## config.mk

```make
export PLATFORM = sky130hd
export DESIGN_NAME = updown_counter_sequencer
export DESIGN_NICKNAME = d
export VERILOG_FILES = /design/src/rtl/updown_counter_sequencer.sv
export SDC_FILE = /design/constraint.sdc
export NUM_CORES = 1
export LEC_CHECK = 0
export ABC_CLOCK_PERIOD_IN_PS = 1800
export CORE_MARGIN = 4
export CORE_UTILIZATION = 44
export CTS_CLUSTER_SIZE = 20
export DETAILED_ROUTE_END_ITERATION = 12
export PLACE_DENSITY_LB_ADDON = 0.1
export RECOVER_POWER = 50
export SETUP_SLACK_MARGIN = 0.2
export SKIP_LAST_GASP = 1
export SYNTH_ARGS = -nofsm -noshare
export SYNTH_HDL_FRONTEND = slang
export SYNTH_SLANG_ARGS = --single-unit
```

## constraint.sdc

```tcl
create_clock -name clk -period 1.8 [get_ports clk]
set_input_delay 0.36 -clock clk [delete_from_list [all_inputs] [get_ports clk]]
set_output_delay 0.36 -clock clk [all_outputs]
set_load 0.01 [all_outputs]
```

## src/rtl/updown_counter_sequencer.sv

```systemverilog
// Runs programmed count segments on an external loadable up/down counter:
// load start, step toward end at a divided rate, report wrap/abort/step status.
module updown_counter_sequencer #(
  parameter int WIDTH     = 8,
  parameter int DIV_WIDTH = 8
) (
  input  logic                 clk,
  input  logic                 rst,
  input  logic                 cmd_valid,
  output logic                 cmd_ready,
  input  logic [WIDTH-1:0]     cmd_start,
  input  logic [WIDTH-1:0]     cmd_end,
  input  logic                 cmd_up,
  input  logic [DIV_WIDTH-1:0] cmd_div,
  input  logic                 abort,
  output logic                 cnt_enable,
  output logic                 cnt_up_down,
  output logic                 cnt_load_en,
  output logic [WIDTH-1:0]     cnt_load_val,
  input  logic [WIDTH-1:0]     cnt_count,
  input  logic                 cnt_overflow,
  input  logic                 cnt_underflow,
  output logic                 busy,
  output logic                 done,
  output logic                 st_aborted,
  output logic                 st_wrapped,
  output logic [WIDTH:0]       st_steps
);

  typedef enum logic [1:0] {S_IDLE, S_LOAD, S_RUN, S_DONE} state_t;

  state_t               r_state, w_next;
  logic [WIDTH-1:0]     r_start, r_end;
  logic                 r_up;
  logic [DIV_WIDTH-1:0] r_div, r_psc;
  logic                 r_aborted, r_wrapped;
  logic [WIDTH:0]       r_steps;

  logic w_accept, w_match, w_step, w_wrap;

  assign w_accept = cmd_valid && cmd_ready;
  assign w_match  = (r_state == S_RUN) && (cnt_count == r_end);
  // Match outranks abort, abort outranks the step.
  assign w_step   = (r_state == S_RUN) && !w_match && !abort && (r_psc == r_div);
  assign w_wrap   = r_up ? cnt_overflow : cnt_underflow;

  always_ff @(posedge clk) begin
    if (rst) r_state <= S_IDLE;
    else     r_state <= w_next;
  end

  always_comb begin
    w_next = r_state;
    case (r_state)
      S_IDLE:  if (w_accept) w_next = S_LOAD;
      S_LOAD:  w_next = abort ? S_DONE : S_RUN;
      S_RUN:   if (w_match || abort) w_next = S_DONE;
      S_DONE:  w_next = S_IDLE;
      default: w_next = S_IDLE;
    endcase
  end

  // Control outputs are gated by rst so the counter holds while in reset.
  always_comb begin
    cmd_ready    = !rst && (r_state == S_IDLE);
    busy         = !rst && (r_state != S_IDLE);
    done         = !rst && (r_state == S_DONE);
    cnt_load_en  = !rst && (r_state == S_LOAD);
    cnt_enable   = !rst && ((r_state == S_LOAD) || w_step);
    cnt_up_down  = r_up;
    cnt_load_val = r_start;
  end

  always_ff @(posedge clk) begin
    if (rst) begin
      r_start   <= '0;
      r_end     <= '0;
      r_up      <= 1'b0;
      r_div     <= '0;
      r_psc     <= '0;
      r_aborted <= 1'b0;
      r_wrapped <= 1'b0;
      r_steps   <= '0;
    end else begin
      case (r_state)
        S_IDLE: if (w_accept) begin
          r_start   <= cmd_start;
          r_end     <= cmd_end;
          r_up      <= cmd_up;
          r_div     <= cmd_div;
          r_aborted <= 1'b0;
          r_wrapped <= 1'b0;
          r_steps   <= '0;
        end
        S_LOAD: begin
          r_psc <= '0;
          if (abort) r_aborted <= 1'b1;
        end
        S_RUN: if (!w_match) begin
          if (abort) r_aborted <= 1'b1;
          else if (w_step) begin
            r_psc <= '0;
            if (r_steps != '1) r_steps <= r_steps + (WIDTH+1)'(1);
            if (w_wrap) r_wrapped <= 1'b1;
          end else begin
            r_psc <= r_psc + DIV_WIDTH'(1);
          end
        end
        default: ;
      endcase
    end
  end

  assign st_aborted = r_aborted;
  assign st_wrapped = r_wrapped;
  assign st_steps   = r_steps;

endmodule
```

==> qor.yml <==
min_path:
  hold_class: "reg2reg"
  holdPathEnd: "cnt_load_val[7]"
  holdPathStages: 2
  hold_start: "cnt_load_val[7]"
worst_setup_path:
  slowest_delay_ns: 0.45
  r2r_slack_ns: -0.16
  path_buf_inv: 1
  slowest_stage: "a2111oi_4"
  crit_type: "reg2out"
  reg2regPathDepth: 9
  cp.arrival_ns: 1.80
  startpoint_type: "flip-flop"
  cp_cell_sequence: "xnor2_2 > nand4_1 > a2111oi_4 > nor2_1 > nor2_2 > buf_2"
  cp.required_ns: 1.44
  endpoint_kind: "output port"
  reg2reg_to: "st_steps[0]"
  crit_fanout: 2
  rr_startpoint: "r_psc[2]"
  critPathTopFamily: "compound AO/OA/AOI/OAI gates"
global_routing:
  grt_usage_pct: 24.98
  grt_pass1_wl_microns: 14080
  grt_overflow: 0
  antenna_found_initial: 0
  grt_max_degree: 21
  first_global_vias: 2927
drt:
  drc_errors: 0
  vias: 2917
  wirelength_microns: 9420
  antenna_left: 0
  post_drt_wl_per_cell_microns: 18.62
  first_pass_iters: 5
  viasPerCell: 5.765
  drt_iter0_markers: 188
synthesis:
  synth_top_family_by_area: "simple AND/OR/NAND/NOR gates"
  syn_area_per_cell_sq_um: 8.176
  synth-compound-area-share_pct: 20.20
  ys_seq_area_share_pct: 37.17
  yosysTopAreaCell: "dfxtp_1"
  yosysTopAreaCellShare_pct: 37.17
  ys_ff_latch: 46
  yosys_warnings: 0
  synth_commonest_cells: "nand2_1, dfxtp_1, o21ai_0, clkbuf_1, nor2_1"
  synthAdderAreaFrac_pct: 4.040
  synth_top_flop_cell: "dfxtp_1"
  synth_cells: 303
  synth_xor_area_share_pct: 6.364
  synthArstFlopShare_pct: 0
  synth.net_count: 350
  synth-edff-count: 0
  netlist_area_sq_um: 2477
  yosys-mux-area-fraction_pct: 0.8081
  synthTopCellsByArea: "dfxtp_1, nand2_1, o21ai_0"
  synthDistinctLibCells: 49
  yosys.area_share.simple_pct: 26.77
  yosysMostFrequentCell: "nand2_1"
clock_network:
  cts_root_buf: "clkbuf_8"
  clock_path_buffers: 2
  cts.clk_slew.worst_paths_ns: 0.09
  cts.sinks: 46
  clk_latency_ns: 0.32
  cts_buffers: 5
  tritoncts: "yes"
  h-tree-depth: 2
die:
  start_util_pct: 45.27
  die_w_microns: 83.04
  rows: 27
  die_h_microns: 83.04
  core_sq_um: 5473
  io-pin-count: 64
  die_area_sq_um: 6895
power_and_ir_drop:
  p_per_area_nw_per_um2: 751.7
  peakVddDrop_uv: 685.9
  p_leak_nw: 1.812
sta:
  max_freq_mhz: 463.0
  finClkSkew_ns: 0.006069
  hold_viol_final: 0
  max-slew-margin-rel_pct: 74.58
  layout_setup_ws_ns: -0.3597
  fin_crit_sh_pct: 120.0
  setup_viol: 21
  whs_ns: 0.4617
  rsz0062_at_grt: "yes"
  drv_slew: 0
  final.setup.tns_ns: -1.778
  fin_crit_ns: 2.160
  worstMarginPinSlew_ns: 0.3813
place:
  gp_congestion: 0.8129
  postPlaceCellArea_sq_um: 3628
  dp_cells: 466
  portBuffers: 63
  dp_hpwl_microns: 4922
layout:
  num_antenna_cells: 0
  drive_above_1_share_pct: 47.47
  final_cells: 506
  final_util_pct: 85.41
  nNetsFinal: 480
  fin_area_sq_um: 4674
  area_growth_pct: 88.69
status:
  outcome: "finished with violations"
  violations: "negative setup slack"
run:
  maxCapViolCount: 0
## layout by cell type, fill, tap and decap left out, types with 4 or more instances in the layout
| master | netlist | layout |
|---|---|---|
| o21ai_2 | 0 | 15 |
| xor2_2 | 0 | 8 |
| nand2b_1 | 4 | 4 |
| nand2_2 | 0 | 9 |
| buf_2 | 2 | 4 |
| inv_1 | 9 | 7 |
| xnor2_1 | 10 | 7 |
| buf_16 | 0 | 6 |
| and2_4 | 1 | 4 |
| nand3_1 | 12 | 8 |
| clkbuf_8 | 0 | 5 |
| a21oi_2 | 1 | 7 |
| dlygate4sd2_1 | 0 | 15 |
| nand2_4 | 0 | 11 |
| nor3_1 | 6 | 5 |
| clkbuf_1 | 15 | 4 |
| buf_12 | 0 | 9 |
| nand2_1 | 63 | 43 |
| nor2_2 | 0 | 4 |
| buf_6 | 1 | 20 |
| nor2_1 | 14 | 8 |
| a31oi_1 | 7 | 6 |
| nand4_1 | 6 | 6 |
| o21ai_1 | 0 | 9 |
| buf_4 | 0 | 38 |
| dfxtp_2 | 0 | 14 |
| o311ai_2 | 5 | 4 |
| clkdlybuf4s25_1 | 0 | 10 |
| a32o_1 | 4 | 4 |
| clkdlybuf4s50_1 | 0 | 29 |
| dfxtp_1 | 46 | 30 |
| ha_4 | 0 | 4 |
## cell type report
cell class	instances	area (sq um)
Clock inverter	1	6.256
Sequential cell	46	945.9
Multi-Input combinational cell	230	2014
Clock buffer	7	97.59
Tap cell	72	90.09
Timing Repair Buffer	140	1475
Inverter	10	45.04
Fill cell	282	798.3
## worst min-delay path, delay by kind of cell (launching register included)
| family | cells | cell delay, ns |
|---|---|---|
| and+or+nand+nor | 1 | 0.05 |
| AOI/OAI and AO/OA | 1 | 0.05 |
| DFF | 1 | 0.32 |
## what timing repair did
item	in CTS	in global routing
hold buffers	0	0
gates resized for setup	166	58
pin swaps	56	25
buffers inserted	21	2
endpoints found under the setup margin	61	61
gates cloned	8	1
## worst max path at each step
stage / start / endpoint / cells past startpoint
3_5_place_dp: cnt_count[6] / cnt_enable / 7
2_1_floorplan: r_state[0] / st_steps[2] / 8
3_3_place_gp: cnt_count[0] / cnt_enable / 7
4_1_cts: r_div[0] / cnt_enable / 6
6_report: r_psc[2] / cnt_enable / 6
5_1_grt: r_psc[2] / cnt_enable / 6
## cell families after synthesis
kind of cell / count (synthesis)
flops: 46
mux: 2
fa+ha+maj: 8
simple gates: 133
compound gates: 68
xor+xnor: 18
buf+inv: 28
## routing by layer
layer | vias to the layer above | global-route usage (%) | part of all wire (%)
met4 | 0 | 11.89 | 4.1
met5 | - | 0 | 0
li1 | 1324 | - | -
met3 | 41 | 5.952 | 6.8
met1 | 1410 | 28.41 | 38
met2 | 142 | 43.73 | 51
## state kept, by name (all words and copies together), names as in the netlist
| register | cells |
|---|---|
| st_steps | 9 |
| cnt_load_val | 8 |
| r_div | 8 |
| r_end | 8 |
| r_psc | 8 |
| r_state | 2 |
| cnt_up_down | 1 |
| st_aborted | 1 |
| st_wrapped | 1 |
## metrics by stage
stage	worst slack (ns)	total power, mW
detailed placement	-0.8987	2.140
global route	-0.4532	3.641
finish	-0.3597	3.514
floorplan	-0.05381	1.708
CTS	-0.3553	3.345
global placement	-0.8730	2.112
## where the power goes
| part | switching (mW) | internal, mW | leakage [nW] |
|---|---|---|---|
| combinational | 0.732 | 0.839 | 1.38 |
| clock | 0.404 | 0.361 | 0.0539 |
| sequential | 0.0738 | 1.10 | 0.383 |
| total | 1.21 | 2.30 | 1.81 |
No activity file was read; power rests on OpenSTA's default activity.
